--- config.mk ---
export PLATFORM = sky130hd
export DESIGN_NAME = video_timing_gen
export DESIGN_NICKNAME = d
export VERILOG_FILES = /design/src/rtl/video_timing_gen.sv
export SDC_FILE = /design/constraint.sdc
export NUM_CORES = 1
export LEC_CHECK = 0
export ABC_AREA = 1
export BUFFER_PORTS_ARGS = -buffer_cell sky130_fd_sc_hd__buf_2
export CORE_ASPECT_RATIO = 1.5
export CORE_MARGIN = 2
export CORE_UTILIZATION = 55
export CTS_CLUSTER_DIAMETER = 30
export DETAILED_ROUTE_END_ITERATION = 7
export PLACE_DENSITY = 0.76
export SYNTH_ARGS = -nofsm -noshare
export SYNTH_HDL_FRONTEND = slang
export SYNTH_SLANG_ARGS = --single-unit
--- constraint.sdc ---
create_clock -name clk_pix -period 3.75 [get_ports clk_pix]
set_input_delay 0.1875 -clock clk_pix [delete_from_list [all_inputs] [get_ports clk_pix]]
set_output_delay 0.1875 -clock clk_pix [all_outputs]
set_load 0.005 [all_outputs]
--- src/rtl/video_timing_gen.sv ---
// Parametrised raster timing generator: registered sx/sy, sync, blank, DE and line/frame strobes.
// Optional genlock to an external vsync reference when VTG_GENLOCK_EN is defined.
module video_timing_gen #(
  parameter int H_ACTIVE = 1280,
  parameter int H_FP     = 110,
  parameter int H_SYNC   = 40,
  parameter int H_BP     = 220,
  parameter int V_ACTIVE = 720,
  parameter int V_FP     = 5,
  parameter int V_SYNC   = 5,
  parameter int V_BP     = 20,
  parameter int H_POL    = 1,
  parameter int V_POL    = 1,
  parameter int CNT_W    = 12
) (
  input  logic             clk_pix,
  input  logic             rst,
  input  logic             ce,
`ifdef VTG_GENLOCK_EN
  input  logic             vsync_ref,
  output logic             locked,
`endif
  output logic [CNT_W-1:0] sx,
  output logic [CNT_W-1:0] sy,
  output logic             hsync,
  output logic             vsync,
  output logic             de,
  output logic             hblank,
  output logic             vblank,
  output logic             line_start,
  output logic             frame_start
);
  localparam int H_TOTAL  = H_ACTIVE + H_FP + H_SYNC + H_BP;
  localparam int V_TOTAL  = V_ACTIVE + V_FP + V_SYNC + V_BP;
  localparam int HS_START = H_ACTIVE + H_FP;
  localparam int VS_START = V_ACTIVE + V_FP;
  localparam int MAX_TOT  = (H_TOTAL > V_TOTAL) ? H_TOTAL : V_TOTAL;

  if (H_ACTIVE < 1 || H_FP < 1 || H_SYNC < 1 || H_BP < 1 ||
      V_ACTIVE < 1 || V_FP < 1 || V_SYNC < 1 || V_BP < 1 ||
      (64'd1 << CNT_W) < 64'(MAX_TOT)) begin : g_param_err
    $error("video_timing_gen: bad timing parameters or CNT_W too small");
  end

  typedef logic [CNT_W-1:0] cnt_t;
  localparam cnt_t H_LAST = cnt_t'(H_TOTAL - 1);
  localparam cnt_t V_LAST = cnt_t'(V_TOTAL - 1);
  localparam cnt_t H_ACT  = cnt_t'(H_ACTIVE);
  localparam cnt_t V_ACT  = cnt_t'(V_ACTIVE);
  localparam cnt_t HS_S   = cnt_t'(HS_START);
  localparam cnt_t HS_E   = cnt_t'(HS_START + H_SYNC);
  localparam cnt_t VS_S   = cnt_t'(VS_START);
  localparam cnt_t VS_E   = cnt_t'(VS_START + V_SYNC);
  localparam logic HP     = H_POL[0];
  localparam logic VP     = V_POL[0];

  cnt_t hpos, vpos, nat_h, nat_v, nxt_h, nxt_v;
  logic in_hs, in_vs;

`ifdef VTG_GENLOCK_EN
  logic ref_q, pending, one_ok, corr;
`endif

  // Flags are decoded from the position about to be presented, so sx/sy and flags stay aligned.
  always_comb begin
    nat_h = (hpos == H_LAST) ? '0 : hpos + 1'b1;
    nat_v = vpos;
    if (hpos == H_LAST) nat_v = (vpos == V_LAST) ? '0 : vpos + 1'b1;
    nxt_h = nat_h;
    nxt_v = nat_v;
`ifdef VTG_GENLOCK_EN
    corr = (nat_h != '0) || (nat_v != VS_S);
    if (pending) begin
      nxt_h = '0;
      nxt_v = VS_S;
    end
`endif
    in_hs = (nxt_h >= HS_S) && (nxt_h < HS_E);
    in_vs = (nxt_v >= VS_S) && (nxt_v < VS_E);
  end

  always_ff @(posedge clk_pix) begin
    if (rst) begin
      hpos        <= H_LAST;
      vpos        <= V_LAST;
      sx          <= '0;
      sy          <= '0;
      hsync       <= ~HP;
      vsync       <= ~VP;
      de          <= 1'b0;
      hblank      <= 1'b1;
      vblank      <= 1'b1;
      line_start  <= 1'b0;
      frame_start <= 1'b0;
    end else begin
      line_start  <= 1'b0;
      frame_start <= 1'b0;
      if (ce) begin
        hpos        <= nxt_h;
        vpos        <= nxt_v;
        sx          <= nxt_h;
        sy          <= nxt_v;
        hsync       <= in_hs ~^ HP;
        vsync       <= in_vs ~^ VP;
        de          <= (nxt_h < H_ACT) && (nxt_v < V_ACT);
        hblank      <= nxt_h >= H_ACT;
        vblank      <= nxt_v >= V_ACT;
        line_start  <= nxt_h == '0;
        frame_start <= (nxt_h == '0) && (nxt_v == '0);
      end
    end
  end

`ifdef VTG_GENLOCK_EN
  // Lock needs two consecutive reference edges that land where the raster already was.
  always_ff @(posedge clk_pix) begin
    ref_q <= vsync_ref;
    if (rst) begin
      pending <= 1'b0;
      one_ok  <= 1'b0;
      locked  <= 1'b0;
    end else begin
      if (ce && pending) begin
        if (corr) begin
          one_ok <= 1'b0;
          locked <= 1'b0;
        end else begin
          one_ok <= 1'b1;
          if (one_ok) locked <= 1'b1;
        end
      end
      if (vsync_ref && !ref_q) pending <= 1'b1;
      else if (ce)             pending <= 1'b0;
    end
  end
`endif

endmodule

======== After elaboration in Yosys (flattened, before gate mapping) ========
Index checks and enable logic that the tools add are counted.
storage, ports and cells
  word-level logic and storage cells ...... 34
  input bits .............................. 3
  register bits after elaboration ......... 55
  output and inout port bits .............. 31
cells by class
  reduce and logical (&&, ||, !) cells .... 7
  add/sub/neg operators ................... 2
  bitwise gates (word level) .............. 1
  eq/ne operators ......................... 2
  multiplexer cells ....................... 3
  magnitude comparators ................... 8
operators by type and width
  kind                   count
  $mux 12                3
  $add 12x1->12 const B  2
  $ge 12x10->1 const B   2
  $ge 12x11->1 const B   2
  $logic_not 12->1       2
  $lt 12x10->1 const B   2
  $lt 12x11->1 const B   2
  $eq 12x10->1 const B   1
  $eq 12x11->1 const B   1
  $logic_and 1x1->1      4
  $reduce_or 2->1        1
  $not 1->1              1

======== Longest topological paths before layout ========
Gate-level depths: netlist of the first run.
  depth after elaboration ................. 5
  mapped depth ............................ 15

======== Worst setup path before layout of the first run ========
Ideal clock, no wire load.
  path type ............................... flip-flop to flip-flop
  from .................................... register hpos[0]
  to ...................................... register vsync
  data required time ...................... 3.683 ns
  arrival time ............................ 1.653 ns
  setup slack ............................. 2.029 ns
  path buffers ............................ 1
  period minus slack after synthesis ...... 1.721 ns
  cell stages (with the launch flop) ...... 15
  cell sequence ........................... dfxtp_1 > ha_1 > nand2_1 > nor2_2 > nand2_1 > nor2_4 > buf_8 > nand2_4 > nand2_4 > nand3_4 > nor2_2 > nand2_1 > nor2_1 > nand2_1 > a21oi_2
between the ends
  longest elaborated chain between the ends .. 4
  elaborated cells on any way between the ends .. 5
  those cells by class .................... 2 x order compare; 1 x eq/ne; 1 x mux; 1 x reduce/logical
RTL lines
  what                                          line  source
  from (decl)                                   57    cnt_t hpos, vpos, nat_h, nat_v, nxt_h, nxt_v;
  from (signal assigned)                        99    hpos <= nxt_h;
  $eq 12x11->1 *                                68    if (hpos == H_LAST) nat_v = (vpos == V_LAST) ? '0 : vpos + 1'b1;
  $mux 12 *                                     68
  $ge 12x10->1 or $lt 12x10->1 (tied branches)  79    in_vs = (nxt_v >= VS_S) && (nxt_v < VS_E);
  $logic_and 1x1->1 *                           79
  to (signal assigned)                          89    vsync <= ~VP;
  to (signal assigned)                          104   vsync <= in_vs ~^ VP;
  to (decl)                                     26    output logic vsync,
Every way passes the cells marked *; elsewhere a longest branch is shown, timed or not.
A chain may end at the register's enable or synchronous reset.

======== Worst setup path in the final report of the first run ========
Same ends and word-level chain as after synthesis.

==> impl_metrics.tcl, run 1 <==
set metrics [dict create \
    synth.yosys.warnings 0 \
    area_growth_pct 8.77 \
    rows 31 \
    grt_overflow_total 0 \
    power_w 0.00119 \
    dr.pass1.iters 4 \
    io_pins 34 \
    synth_cell_types 32 \
    ctsHtreeMaxLevel 2 \
    fin_tns_setup_ns 0 \
    clk_pin_slew_ns 0.09 \
    setup_viol 0 \
    drive_gt1_frac 0.164 \
    place_congestion 0.934 \
    post_cts_resized 0 \
    peakVddDrop_v 0.000269 \
    p_leak_nw 1.54 \
    layout_common_cells "nand2_1, inv_1, dfxtp_1, nor2_1, buf_2" \
    fin_area_um2 2950 \
    synth_area_per_cell_um2 6.56 \
    die-area_um2 5520 \
    core_um2 4770 \
    numClockSinks 44 \
    grt_max_degree 38 \
    ant_nets 0 \
    final_net_count 438 \
    p_seq_frac 0.447 \
    synthArstFlopShare 0 \
    finalCriticalPeriod_ns 2.17 \
    power_density_nw_per_um2 403 \
    slew_headroom 0.565 \
    hold_viol 0 \
    worstMarginPinSlew_ns 0.653 \
    grt_pass1_vias 2604 \
    cts_buffer_depth 2 \
    syn_nets 420 \
    place_hpwl_um 5200 \
    crit_top_cell "nand2_1" \
    grt_first_pass_wirelength_um 11800 \
    routedWlPerCell_um 14.1 \
    timing.fmax_mhz 460 \
    clockRootBuffer "clkbuf_8" \
    routed_wl_um 7040 \
    grtUsageTotal 0.277 \
    power.net_switching_w 0.000380 \
    max_cap_violations 0 \
    synth_cells 413 \
    drc 0 \
    timing.final.crit_share 0.579 \
    hold_class "input port to flop" \
    viasPerCell 5.41 \
    io_buffers 33 \
    layout_commonest_cell "nand2_1" \
    critPathKind "flop to flop" \
    synth-main-ff-cell "dfxtp_1" \
    cp_cell_sequence "ha_1 > nand2_1 > nor2_2 > nand2_1 > nor2_4 > nand2_1 > xor2_1 > nor2_2 > nand2_1 > nor2_1 > nand2_1 > a21oi_2" \
    final.setup_skew_ns 0.00784 \
    drt_iter0_drc 234 \
    num_vias 2696 \
    synth_top_area_share 0.325 \
    critPathTopFamily "simple AND/OR/NAND/NOR gates" \
    end_kind "flop" \
    ys_top_cells_by_area "dfxtp_1, nand2_1, inv_1, nand3_1, nor2_1" \
    start_kind "flop" \
    cts_tree "built" \
    dieHeight_um 90.0 \
    internal_power_w 0.000808 \
    holdBufCountCts 0 \
    syn_area_um2 2710 \
    ys_seq_area_frac 0.325 \
    crit_buf_inv 0 \
    die_w_um 61.3 \
    critical_path_required_ns 3.98 \
    cp_slowest_cell "dfxtp_1" \
    final_util 0.618 \
    antenna_found_initial 0 \
    cp_max_fo 11 \
    initial_utilization 0.568 \
    clkPwrFrac 0.327 \
    synth_seq_cells 44 \
    yosysTopAreaCell "dfxtp_1" \
    cts_made_buffers 5 \
    comb_power_share 0.226 \
    power.share.switching 0.320 \
    diodes 0 \
    cp.arrival_ns 2.40 \
    rsz0062_at_grt "no" \
    hold_slack_ns 0.372 \
    synth_edf_count 0 \
    status "finished, final reports clean" \
    cts_setup_buffers 0 \
    dpl_cell_area_um2 2830 \
    clock_latency_ns 0.30 \
    maxSlewViolCount 0 \
    cpPeakStageDelay_ns 0.40 \
]
## cells in the mapped netlist, types with 2 or more instances
master / n
o21ai_1: 2
nor2_1: 42
a21oi_1: 28
xor2_1: 5
nand3_1: 32
nand2_4: 2
dfxtp_1: 44
o21ai_0: 14
ha_1: 4
nand2_1: 100
nor2_4: 3
inv_2: 5
nand3_2: 4
nand2_2: 2
nor3_1: 8
inv_1: 52
o211ai_1: 13
nand4_1: 11
buf_4: 11
clkbuf_1: 9
o21a_1: 3
nor2_2: 8
buf_1: 2
## per-layer routing
metal / global-route usage / wire length (um) / vias up
li1: - / - / 1357
met1: 0.320 / 2790 / 1242
met2: 0.476 / 3710 / 75
met3: 0.0460 / 288 / 22
met4: 0.121 / 243 / 0
met5: 0 / 0 / -
## metrics by stage
stage                     setup WS [ns]  std cells
after floorplan                    2.03        413
after global placement             1.71        490
after detailed placement           1.58        490
after CTS                          1.58        498
after global routing               1.38        498
final                              1.58        498
## registers in the layout, indices dropped and copies added, names as in the netlist
name / cells
line_start: 1
sx: 12
vsync: 1
de: 1
vpos: 7
frame_start: 1
hblank: 1
vblank: 1
sy: 12
hpos: 6
hsync: 1
## power by group through the flow
stage               clock [W]  combinational, W  sequential [W]
finish               0.000388          0.000268        0.000531
global route         0.000411          0.000305        0.000535
CTS                  0.000395          0.000267        0.000531
detailed placement          0          0.000265        0.000541
global placement            0          0.000261        0.000540
floorplan                   0          0.000207        0.000536
## cells by family (layout without fill, tap and decap cells)
group                      after synthesis  in the layout  share of synthesized area
adders and majority gates                4              4                     0.0185
buffers and inverters                   81            100                      0.132
DFF                                     44             44                      0.325
AOI/OAI and AO/OA                       64             64                      0.138
xor gates and xnor gates                 5              5                     0.0162
and+or+nand+nor                        215            215                      0.371
## worst paths after layout
check,start,endpoint,slack [ns],cells past startpoint
min,rst,vsync,0.37,2
max reg2reg,hpos[0],vsync,1.58,12
min reg2reg,sy[3],sy[3],0.47,2
max,hpos[0],vsync,1.58,12
## cell type report
type / count / area (um2)
clock buffer: 6 / 82.6
clock inverter: 2 / 38.8
fill: 480 / 1820
inverter: 58 / 218
multi-input combinational: 288 / 1470
sequential: 44 / 881
tap: 66 / 82.6
timing repair buffer: 34 / 173
No activity file was read; power rests on OpenSTA's default activity.
==> inputs of run 2 (changes only) <==
- ABC_AREA: 1 -> 0
- clock period: 3.75 -> 2 ns (I/O delays scaled with it)
==> run 2 against run 1 <==
  * The flow now finishes with violations (setup timing)
  * Largest cell class unchanged
  * Sequential power grew 88%
  * Critical path depth shrank 4
  * Worst setup slack lost 2.1 ns
  * Synthesized cell count shrank 20%
==> impl_metrics.tcl, run 2 <==
set metrics [dict create \
    status "finished, violations left" \
    violations "setup timing" \
    cp_max_fo 5 \
    critical_path_required_ns 2.22 \
    ctsHtreeMaxLevel 2 \
    diodes 0 \
    rows 30 \
    die-area_um2 5320 \
    area_growth_pct 55.0 \
    clk_pin_slew_ns 0.10 \
    antenna_found_initial 0 \
    dr.pass1.iters 5 \
    drc 0 \
    final.setup_skew_ns 0.00719 \
    timing.fmax_mhz 392 \
    max_cap_violations 0 \
    layout_commonest_cell "buf_4" \
    grtUsageTotal 0.384 \
    syn_area_um2 2610 \
    power_density_nw_per_um2 771 \
    dpl_cell_area_um2 3390 \
    clock_latency_ns 0.31 \
    start_kind "flop" \
    grt_max_degree 36 \
    syn_nets 337 \
    slew_headroom 0.668 \
    holdBufCountCts 0 \
    hold_viol 0 \
    synthTopCellsByCount "dfxtp_1, nand2_1, nor2_1, a21oi_1, o21ai_0" \
    placed_cells 478 \
    finalCriticalPeriod_ns 2.55 \
    routedWlPerCell_um 20.9 \
    initial_utilization 0.574 \
    power.net_switching_w 0.00112 \
    viasPerCell 6.29 \
    ys_seq_area_frac 0.338 \
    setup_viol 34 \
    synth-main-ff-cell "dfxtp_1" \
    cts_tree "built" \
    ys_top_cells_by_area "dfxtp_1, nand2_1, a21oi_1, nor2_1, o21ai_0" \
    grt_pass1_vias 3112 \
    die_w_um 60.2 \
    synth_seq_cells 44 \
    p_leak_nw 1.73 \
    cp.arrival_ns 2.77 \
    peakVddDrop_v 0.000672 \
    dieHeight_um 88.3 \
    routed_wl_um 10500 \
    timing.final.crit_share 1.27 \
    grt_first_pass_wirelength_um 15100 \
    synth_top_area_share 0.338 \
    place_hpwl_um 6210 \
    grt_overflow_total 0 \
    worstMarginPinSlew_ns 0.498 \
    setup_slack_ns -0.548 \
    synthArstFlopShare 0 \
    final_net_count 445 \
    internal_power_w 0.00199 \
    maxSlewViolCount 0 \
    hold_class "input port to flop" \
    numClockSinks 44 \
    clockRootBuffer "clkbuf_8" \
    layout_common_cells "buf_4, dfxtp_1, buf_2, nor2_1, nand2_1" \
    cts_made_buffers 5 \
    fin_cells 503 \
    critPathKind "flop to flop" \
    core_um2 4540 \
    fin_area_um2 4040 \
    io_pins 34 \
    reg_top3 "sx (12), sy (12), vpos (7)" \
    power_w 0.00311 \
    place_congestion 0.890 \
    ant_nets 0 \
    cts_buffer_depth 2 \
    yosysTopAreaCell "dfxtp_1" \
    synth.yosys.warnings 0 \
    synth_edf_count 0 \
    clkPwrFrac 0.238 \
    num_vias 3165 \
    drt_iter0_drc 221 \
    yosysMostFrequentCell "dfxtp_1" \
    power.share.switching 0.361 \
    rsz0062_at_grt "yes" \
    p_seq_frac 0.320 \
    synth_area_per_cell_um2 7.90 \
    synth_cell_types 57 \
    drive_gt1_frac 0.501 \
    synth_cells 330 \
    comb_power_share 0.442 \
    end_kind "flop" \
    io_buffers 33 \
]
## run 2: worst paths after layout
path | slack (ns) | from | cells past startpoint | to
setup reg to reg | -0.55 | sx[2] | 8 | vsync
setup / recovery | -0.55 | sx[2] | 8 | vsync
hold reg to reg | 0.47 | sx[6] | 2 | sx[6]
hold / removal | 0.21 | rst | 4 | vpos[0]
## run 2: area by class of cell
type	count	area, um2
multi-input cells	242	1910
well taps	64	80.1
repair buffers	136	1020
inverters	9	33.8
fillers	215	503
flip-flops and latches	44	883
clock buffers	5	68.8
clock inverters	3	46.3
## run 2: power by group through the flow
stage	logic, W	clock network [W]	registers [W]
floorplan	0.000585	0	0.00101
global placement	0.000969	0	0.00100
detailed placement	0.000986	0	0.00101
CTS	0.00119	0.000727	0.000987
global route	0.00145	0.000765	0.000999
finish	0.00138	0.000741	0.000996
## run 2: logic make-up after synthesis
group / Yosys count / synth area share
xor+xnor: 16 / 0.0538
buf+inv: 44 / 0.0975
fa+ha+maj: 4 / 0.0192
simple gates: 139 / 0.282
mux: 1 / 0.00384
flops: 44 / 0.338
compound gates: 82 / 0.205
## run 2: layer usage
| layer | global-route usage | vias up | wire (um) |
|---|---|---|---|
| met5 | 0 | - | 0 |
| met4 | 0.255 | 0 | 928 |
| met3 | 0.0746 | 87 | 572 |
| met2 | 0.684 | 201 | 5470 |
| met1 | 0.394 | 1491 | 3540 |
| li1 | - | 1386 | - |
## run 2: per-stage QoR
step	hold slack, ns	utilization	setup TNS (ns)	worst slack, ns
4_1_cts	0.203	0.843	-5.92	-0.447
2_1_floorplan	0.384	-	-6.27	-0.642
6_report	0.212	0.889	-8.47	-0.548
5_1_grt	0.223	0.889	-10.65	-0.626
3_3_place_gp	0.443	0.747	-4.58	-0.452
3_5_place_dp	0.454	0.747	-5.62	-0.493
## run 2: timing repair
item | in CTS | in global routing
endpoints found under the setup margin | 30 | 37
setup buffers | 15 | 3
pin swaps | 9 | 13
gates resized for setup | 46 | 45
## run 2: worst max-delay path: stages (launching register included)
cell and delay (ns):
dfxtp_2 0.34, or4_4 0.57, nor4_4 0.28, buf_4 0.18
buf_6 0.12, a41o_1 0.17, o21ai_2 0.08, or4_4 0.52
o41ai_2 0.19
==> inputs of run 3 (changes only) <==
- CELL_PAD_IN_SITES_DETAIL_PLACEMENT: not set -> 0
- CELL_PAD_IN_SITES_GLOBAL_PLACEMENT: not set -> 2
- CORE_UTILIZATION: 55 -> 34
- PLACE_DENSITY: 0.76 -> not set
- PLACE_DENSITY_LB_ADDON: not set -> 0.1
==> run 3 against run 2 <==
  * The run still ends with setup timing left
  * Critical path depth is 2 lower
  * Critical path type unchanged
  * Cell count grew 6.4%
  * First-iteration DRC count fell by 33%
  * Clock power grew 35%
  * Final area grew 2.7%
  * Sequential share of layout area down 0.49 points
  * Highest routed layer unchanged
  * Wire length down 15%
  * Utilization decreased by 34 points
  * Die area up 58%
  * Sequential cell count stayed put
==> impl_metrics.tcl, run 3 (synthesis results as in run 2) <==
set metrics [dict create \
    io_pins 34 \
    worstMarginPinSlew_ns 0.558 \
    hold_class "input port to flop" \
    drt_iter0_drc 148 \
    comb_power_share 0.406 \
    critPathKind "flop to flop" \
    setup_viol 35 \
    cp_max_fo 5 \
    fin_cells 535 \
    status "finished, violations left" \
    internal_power_w 0.00226 \
    cp.arrival_ns 2.79 \
    dieHeight_um 111 \
    rows 39 \
    num_vias 2777 \
    peakVddDrop_v 0.000370 \
    die-area_um2 8400 \
    p_seq_frac 0.295 \
    fill_cells 742 \
    routed_wl_um 8940 \
    start_kind "flop" \
    clkPwrFrac 0.299 \
    reg_top3 "sx (12), sy (12), vpos (7)" \
    routedWlPerCell_um 16.7 \
    grt_pass1_vias 2711 \
    power.share.switching 0.324 \
    layout_common_cells "buf_4, dfxtp_1, buf_2, nor2_1, nand2_1" \
    grt_first_pass_wirelength_um 13700 \
    cts_buffer_depth 2 \
    grt_overflow_total 0 \
    drc 0 \
    diodes 0 \
    cts_made_buffers 5 \
    io_buffers 33 \
    violations "setup timing" \
    clock_latency_ns 0.29 \
    slew_headroom 0.627 \
    place_congestion 0.901 \
    r2r_start "sx[11]" \
    timing.fmax_mhz 386 \
    maxSlewViolCount 0 \
    core_um2 7510 \
    setup_slack_ns -0.593 \
    area_growth_pct 59.2 \
    clk_pin_slew_ns 0.07 \
    max_cap_violations 0 \
    place_hpwl_um 6490 \
    final.setup_skew_ns 0.00432 \
    grtUsageTotal 0.217 \
    power.net_switching_w 0.00108 \
    fin_tns_setup_ns -8.48 \
    numClockSinks 44 \
    final_net_count 439 \
    holdBufCountCts 0 \
    setup.worst_path.start "sx[11]" \
    viasPerCell 5.19 \
    ant_nets 0 \
    p_leak_nw 1.77 \
    placed_cells 513 \
    die_w_um 75.5 \
    dpl_cell_area_um2 3420 \
    ctsHtreeMaxLevel 2 \
    rrSetupSlack_ns -0.59 \
    initial_utilization 0.347 \
    hold_viol 0 \
    fin_area_um2 4150 \
    clockRootBuffer "clkbuf_16" \
    dr.pass1.iters 4 \
    timing.final.crit_share 1.30 \
    finalCriticalPeriod_ns 2.59 \
    drive_gt1_frac 0.503 \
    cts_tree "built" \
    layout_commonest_cell "buf_4" \
    end_kind "flop" \
    hp-start "rst" \
    antenna_found_initial 0 \
    rsz0062_at_grt "yes" \
    critical_path_required_ns 2.20 \
    power_density_nw_per_um2 806 \
    grt_max_degree 35 \
]
[run 3: power by group through the flow]
stage	Sequential (W)	Clock (W)	Combinational [W]
after global placement	0.00100	0	0.000980
after CTS	0.000986	0.00103	0.00111
after detailed placement	0.00100	0	0.000977
after global routing	0.000993	0.00106	0.00145
final	0.000986	0.000998	0.00136
after floorplan	0.00101	0	0.000585
[run 3: metrics by stage]
| stage | power [W] | util | worst slack, ns | hold WS (ns) |
|---|---|---|---|---|
| after floorplan | 0.00160 | - | -0.642 | 0.384 |
| after global placement | 0.00198 | 0.455 | -0.496 | 0.448 |
| after detailed placement | 0.00198 | 0.455 | -0.559 | 0.453 |
| after CTS | 0.00313 | 0.506 | -0.550 | 0.229 |
| after global routing | 0.00350 | 0.552 | -0.661 | 0.242 |
| final | 0.00334 | 0.552 | -0.593 | 0.222 |
[run 3: worst paths after layout]
| kind | endpoint | cells after the start |
|---|---|---|
| hold / removal | vpos[3] | 4 |
| setup reg to reg | vsync | 6 |
| hold reg to reg | hsync | 2 |
| setup / recovery | vsync | 6 |
[run 3: routing by layer]
metal / share of wire / global-route usage
met1: 0.38 / 0.234
met2: 0.56 / 0.391
met3: 0.020 / 0.0309
met4: 0.035 / 0.103
met5: 0 / 0
[run 3: area by class of cell]
class | count | area, um2 | area share
clock inverter | 2 | 38.8 | 0.00935
inverter | 9 | 33.8 | 0.00814
tap | 102 | 128 | 0.0308
clock buffer | 6 | 139 | 0.0335
sequential | 44 | 887 | 0.214
multi-input combinational | 242 | 1940 | 0.467
timing repair buffer | 130 | 983 | 0.237
[run 3: repair_timing]
action | CTS | global route
resized for setup | 35 | 67
pin swaps | 8 | 22
setup buffers | 5 | 11
endpoints found under the setup margin | 31 | 37
cloned | 1 | 0
[run 3: worst max-delay path: stages (launching register included)]
cell and delay (ns):
dfxtp_2 0.32, or4_4 0.56, or4_4 0.61, or3_1 0.39
a21oi_1 0.22, a31oi_1 0.10, o41ai_4 0.31
